## src/rtl/pwm_multi.sv

```systemverilog
// pwm_multi: W-channel PWM sharing one prescaler and one period counter, with
// double-buffered duty/mode, edge or center alignment and per-channel polarity.

module pwm_multi_checker #(
    parameter int R = 10,
    parameter int W = 4
) (
    input logic         clk,
    input logic         reset,
    input logic         en,
    input logic [W-1:0] polarity,
    input logic [R-1:0] c,
    input logic [W-1:0] pwm_out,
    input logic         period_tick
);
    assert property (@(posedge clk) reset |=> ((pwm_out == {W{1'b0}}) && !period_tick))
        else $error("pwm_multi: outputs not cleared by reset");

    assert property (@(posedge clk) (!reset && !en) |=> (pwm_out == $past(polarity)))
        else $error("pwm_multi: disabled output not at inactive level");

    assert property (@(posedge clk) period_tick |-> (c == {R{1'b0}}))
        else $error("pwm_multi: period_tick without counter at zero");

    assert property (@(posedge clk) period_tick |=> !period_tick)
        else $error("pwm_multi: period_tick longer than one clock");
endmodule

module pwm_multi #(
    parameter int R  = 10,
    parameter int W  = 4,
    parameter int DW = 32
) (
    input  logic                 clk,
    input  logic                 reset,
    input  logic                 en,
    input  logic [DW-1:0]        dvsr,
    input  logic                 mode,
    input  logic [W*(R+1)-1:0]   duty,
    input  logic                 duty_wr,
    input  logic [W-1:0]         polarity,
    output logic [W-1:0]         pwm_out,
    output logic                 period_tick
);
    localparam int DUTY_W = W * (R + 1);

    localparam logic [0:0]        DIR_UP    = 1'b0;
    localparam logic [0:0]        DIR_DOWN  = 1'b1;
    localparam logic [R-1:0]      C_ZERO    = {R{1'b0}};
    localparam logic [R-1:0]      C_ONE     = R'(1'b1);
    localparam logic [R-1:0]      C_MAX     = {R{1'b1}};
    localparam logic [DW-1:0]     Q_ZERO    = {DW{1'b0}};
    localparam logic [DW-1:0]     Q_ONE     = DW'(1'b1);
    localparam logic [DUTY_W-1:0] DUTY_ZERO = {DUTY_W{1'b0}};

    logic [DW-1:0]     q_r;
    logic [DW-1:0]     q_nxt_s;
    logic              tick_s;
    logic [R-1:0]      c_r;
    logic [R-1:0]      c_nxt_s;
    logic [0:0]        dir_r;
    logic [0:0]        dir_nxt_s;
    logic              boundary_s;
    logic [DUTY_W-1:0] duty_sh_r;
    logic [DUTY_W-1:0] duty_act_r;
    logic              mode_sh_r;
    logic              mode_act_r;
    logic [W-1:0]      raw_s;
    logic [W-1:0]      pwm_out_r;
    logic              period_tick_r;

    // Prescaler: dvsr is compared live so shrinking it below q wraps at once
    always_comb begin
        tick_s  = 1'b0;
        q_nxt_s = Q_ZERO;
        if (en && (q_r >= dvsr)) begin
            tick_s  = 1'b1;
            q_nxt_s = Q_ZERO;
        end else if (en) begin
            q_nxt_s = q_r + Q_ONE;
        end else begin
            q_nxt_s = Q_ZERO;
        end
    end

    // Next counter value and direction for the active alignment mode
    always_comb begin
        c_nxt_s   = c_r;
        dir_nxt_s = dir_r;
        case (dir_r)
            DIR_UP: begin
                if (mode_act_r && (c_r == C_MAX)) begin
                    c_nxt_s   = C_MAX - C_ONE;
                    dir_nxt_s = DIR_DOWN;
                end else begin
                    c_nxt_s   = c_r + C_ONE;
                    dir_nxt_s = DIR_UP;
                end
            end
            DIR_DOWN: begin
                c_nxt_s   = c_r - C_ONE;
                dir_nxt_s = DIR_DOWN;
            end
            default: begin
                c_nxt_s   = C_ZERO;
                dir_nxt_s = DIR_UP;
            end
        endcase
    end

    // A period starts on whichever tick reloads the counter with zero
    assign boundary_s = tick_s && (c_nxt_s == C_ZERO);

    // Prescaler, period counter and direction flag state
    always_ff @(posedge clk) begin
        if (reset) begin
            q_r   <= Q_ZERO;
            c_r   <= C_ZERO;
            dir_r <= DIR_UP;
        end else if (!en) begin
            q_r   <= Q_ZERO;
            c_r   <= C_ZERO;
            dir_r <= DIR_UP;
        end else begin
            q_r <= q_nxt_s;
            if (tick_s) begin
                c_r   <= c_nxt_s;
                dir_r <= boundary_s ? DIR_UP : dir_nxt_s;
            end
        end
    end

    // Shadow capture; never bypasses into the active copy
    always_ff @(posedge clk) begin
        if (reset) begin
            duty_sh_r <= DUTY_ZERO;
            mode_sh_r <= 1'b0;
        end else if (duty_wr) begin
            duty_sh_r <= duty;
            mode_sh_r <= mode;
        end
    end

    // Active copy follows shadow while idle and at every period boundary
    always_ff @(posedge clk) begin
        if (reset) begin
            duty_act_r <= DUTY_ZERO;
            mode_act_r <= 1'b0;
        end else if (!en || boundary_s) begin
            duty_act_r <= duty_sh_r;
            mode_act_r <= mode_sh_r;
        end
    end

    // Per-channel compare, zero-extended so duty = 2^R means always active
    always_comb begin
        raw_s = {W{1'b0}};
        for (int i = 0; i < W; i++) begin
            raw_s[i] = ({1'b0, c_r} < duty_act_r[i*(R+1) +: (R+1)]);
        end
    end

    // Registered outputs with live polarity
    always_ff @(posedge clk) begin
        if (reset) begin
            pwm_out_r     <= {W{1'b0}};
            period_tick_r <= 1'b0;
        end else if (!en) begin
            pwm_out_r     <= polarity;
            period_tick_r <= 1'b0;
        end else begin
            pwm_out_r     <= raw_s ^ polarity;
            period_tick_r <= boundary_s;
        end
    end

    assign pwm_out     = pwm_out_r;
    assign period_tick = period_tick_r;

    pwm_multi_checker #(
        .R(R),
        .W(W)
    ) u_checker (
        .clk         (clk),
        .reset       (reset),
        .en          (en),
        .polarity    (polarity),
        .c           (c_r),
        .pwm_out     (pwm_out_r),
        .period_tick (period_tick_r)
    );
endmodule

```

## config.mk

```make
export PLATFORM = sky130hd
export DESIGN_NAME = pwm_multi
export DESIGN_NICKNAME = d
export VERILOG_FILES = /design/src/rtl/pwm_multi.sv
export SDC_FILE = /design/constraint.sdc
export NUM_CORES = 1
export LEC_CHECK = 0
export BUFFER_PORTS_ARGS = -buffer_cell sky130_fd_sc_hd__buf_2
export CORE_MARGIN = 2
export CORE_UTILIZATION = 30
export CTS_CLUSTER_DIAMETER = 30
export DETAILED_ROUTE_END_ITERATION = 6
export MAX_ROUTING_LAYER = met4
export PLACE_DENSITY_LB_ADDON = 0.08
export SETUP_SLACK_MARGIN = 0.05
export SKIP_CTS_REPAIR_TIMING = 1
export SYNTH_ARGS = -nofsm -noshare
export SYNTH_HDL_FRONTEND = slang
export SYNTH_SLANG_ARGS = --single-unit
```

## constraint.sdc

```tcl
create_clock -name clk -period 3.8 [get_ports clk]
set_input_delay 0.76 -clock clk [delete_from_list [all_inputs] [get_ports clk]]
set_output_delay 0.76 -clock clk [all_outputs]
set_load 0.02 [all_outputs]
```

==> flow_summary.json <==
{
  "cts-root-buf": "clkbuf_16",
  "groute.usage.overall": 0.168,
  "fmax_ghz": 0.317,
  "fin_crit_sh": 0.831,
  "setup-violations-final": 0,
  "crit_path_end_kind": "flip-flop",
  "grt-ovfl-total": 0,
  "hold_slack_ps": 472,
  "place_ws_ps": 382,
  "io_pins": 90,
  "cts_max_path_buffers": 2,
  "grt_pass1_vias": 7363,
  "finalHoldViolations": 0,
  "fillers": 3108,
  "vias": 7631,
  "crit_buf_inv": 1,
  "numCtsBuffers": 17,
  "multi_input_area_um2": 5240,
  "drtIter0Drc": 391,
  "design.core.area_um2": 28500,
  "hpwl_mm": 15.4,
  "crit_chain": "ha_1 -> nand4_1 -> or3b_2 -> a21oi_1 -> a21oi_1 -> or4_4 -> or2_1 -> buf_4 -> o211ai_1",
  "io_buffers": 89,
  "synthArstFlopShare": 0,
  "setup.worst_path.class": "reg2reg",
  "drv_cap": 0,
  "mappedNetlistArea_um2": 8670,
  "fin_tns_setup_ps": 0,
  "place_inst": 1498,
  "ant_nets": 0,
  "antenna_cells": 0,
  "layout.nets": 1289,
  "yosys_warnings": 0,
  "finalWirelength_mm": 24.0,
  "drive_gt1_frac": 0.142,
  "synth-edff-count": 0,
  "clk_latency_ps": 430,
  "ir_drop_mv": 0.198,
  "finalCriticalPeriod_ps": 3160,
  "die-area_um2": 30300,
  "seq_area_frac_synth": 0.319,
  "antenna_found_initial": 0,
  "synth_nets": 1231,
  "p_total_uw": 3620,
  "maxSlewViolCount": 0,
  "rows": 62,
  "cts_tree": "built",
  "start_util": 0.304,
  "rsz0062_at_grt": "no",
  "setup_slack_ps": 644,
  "area_growth_pct": 16.2,
  "yosys.cell_types.count": 56,
  "cpMostUsedCell": "a21oi_1",
  "seqCellArea_um2": 2760,
  "wl_per_cell_um": 15.7,
  "path_max_fanout": 45,
  "final_cells": 1530,
  "ys.flop_type": "dfxtp_1",
  "crit_path_max_incr_delay_ps": 540,
  "die_y_um": 174,
  "drc_errors": 0,
  "synth.area.top_cells": "dfxtp_1 (32%), ha_1 (10%), mux2i_1 (5.5%)",
  "relSlewSlack": 0.435,
  "worstPathArrival_ps": 3500,
  "synth_seq_cells": 138,
  "cts_max_level": 4,
  "cts.sinks": 138,
  "grt_max_degree": 70,
  "drt-pass1-iter-count": 5,
  "avgSynthCellArea_um2": 8.06,
  "cp_top_family": "simple AND/OR/NAND/NOR gates",
  "start_kind": "flip-flop",
  "die_x_um": 174,
  "vias_per_cell": 4.99,
  "power_density_nw_per_um2": 359,
  "crit_required_ps": 4140,
  "p_leak_uw": 0.00398,
  "synth_top_area_cell": "dfxtp_1",
  "yosysTopAreaCellShare": 0.319,
  "synthCells": 1075,
  "hold_path.class": "reg2reg",
  "fin_skew_ps": 10.8,
  "clk_pin_slew_ps": 70,
  "tightest_slew_ps": 847,
  "slowest_stage": "or4_4",
  "gp_congestion": 0.803,
  "grt_pass1_wl_mm": 39.6,
  "run_status": "complete, no violations"
}
layer usage:
layer  GRT usage  vias up  share of wire
met5           -        -              0
met3      0.0245       12          0.036
met4      0.0427        0         0.0092
met1       0.222     3543           0.49
met2       0.270      139           0.46
li1            -     3937              -
worst paths after layout:
check	from	slack (ps)	cells past startpoint	endpoint
max	c_r[0]	640	9	duty_act_r[33]
min	q_r[0]	470	1	q_r[0]
max reg2reg	c_r[0]	640	9	duty_act_r[33]
min reg2reg	q_r[0]	470	1	q_r[0]
metrics by stage:
step / utilization / instance area [µm²]
after global routing: 0.353 / 10100
final: 0.353 / 10100
after detailed placement: 0.332 / 9480
after CTS: 0.353 / 10100
after floorplan: - / 8670
after global placement: 0.332 / 9480
placed cells by master, fill, tap and decap left out, types with 21 or more instances in the layout:
cell      instances
a21oi_1          55
nor3_1           36
nor3b_1          34
o211ai_1         47
o21ai_0          65
ha_1             71
inv_1            81
buf_4            24
nand2_1          58
nand3_1          37
mux2i_1          48
nor2_1          123
nand3b_1         31
xor2_1           21
dfxtp_1         138
buf_2            88
cell type report:
cell class,count,share of cell area
well taps,384,0.0477
multi-input cells,778,0.520
repair buffers,115,0.0676
inverters,83,0.0309
flip-flops and latches,138,0.274
clock buffers,22,0.0481
clock inverters,10,0.0114
report_power, final:
| part | internal [µW] | total, µW | switching [µW] |
|---|---|---|---|
| registers | 1510 | 1550 | 37.7 |
| clock network | 1040 | 1720 | 680 |
| logic | 160 | 355 | 195 |
| total | 2710 | 3620 | 913 |
logic make-up (layout without fill, tap and decap cells):
kind of cell / Yosys count / count (layout) / share of synthesized area
compound gates: 236 / 236 / 0.175
simple gates: 384 / 384 / 0.230
xor+xnor: 39 / 39 / 0.0394
fa+ha+maj: 71 / 71 / 0.102
mux: 48 / 48 / 0.0554
buf+inv: 159 / 230 / 0.0781
flops: 138 / 138 / 0.319
sequential cells by signal, summed over array words and instances, names as in the netlist:
register	count
pwm_out	4
duty_sh_r	44
duty_act_r	44
dir_r	1
mode_sh_r	1
mode_act_r	1
period_tick	1
c_r	10
q_r	32
worst reg2reg max path: cells and delay by family (launching register included):
| kind | cells | cell delay, ps |
|---|---|---|
| AOI/OAI and AO/OA | 3 | 560 |
| adders and majority gates | 1 | 310 |
| buffers and inverters | 1 | 320 |
| DFF | 1 | 470 |
| and+or+nand+nor | 4 | 1420 |
synthesized netlist by cell type (4+ instances only):
library cell    n
or3b_2          5
buf_8           4
nor2_1        123
a2111oi_0       5
and4_1          6
nor3_1         36
a221oi_1        5
a21oi_1        55
o211ai_1       47
xor2_1         21
inv_1          81
mux2i_1        48
clkbuf_1       55
nor3b_1        34
ha_1           71
nand3_1        37
dfxtp_1       138
o21ai_0        65
buf_2           4
a32oi_1        17
xnor2_1        18
buf_6           4
nand2_1        58
buf_1           9
a21o_1         12
nand4_1        13
nand3b_1       31
nand2b_1        6
nor4_1          7
o21a_1         10
and3_1          9
(Power assumes the default switching activity.)
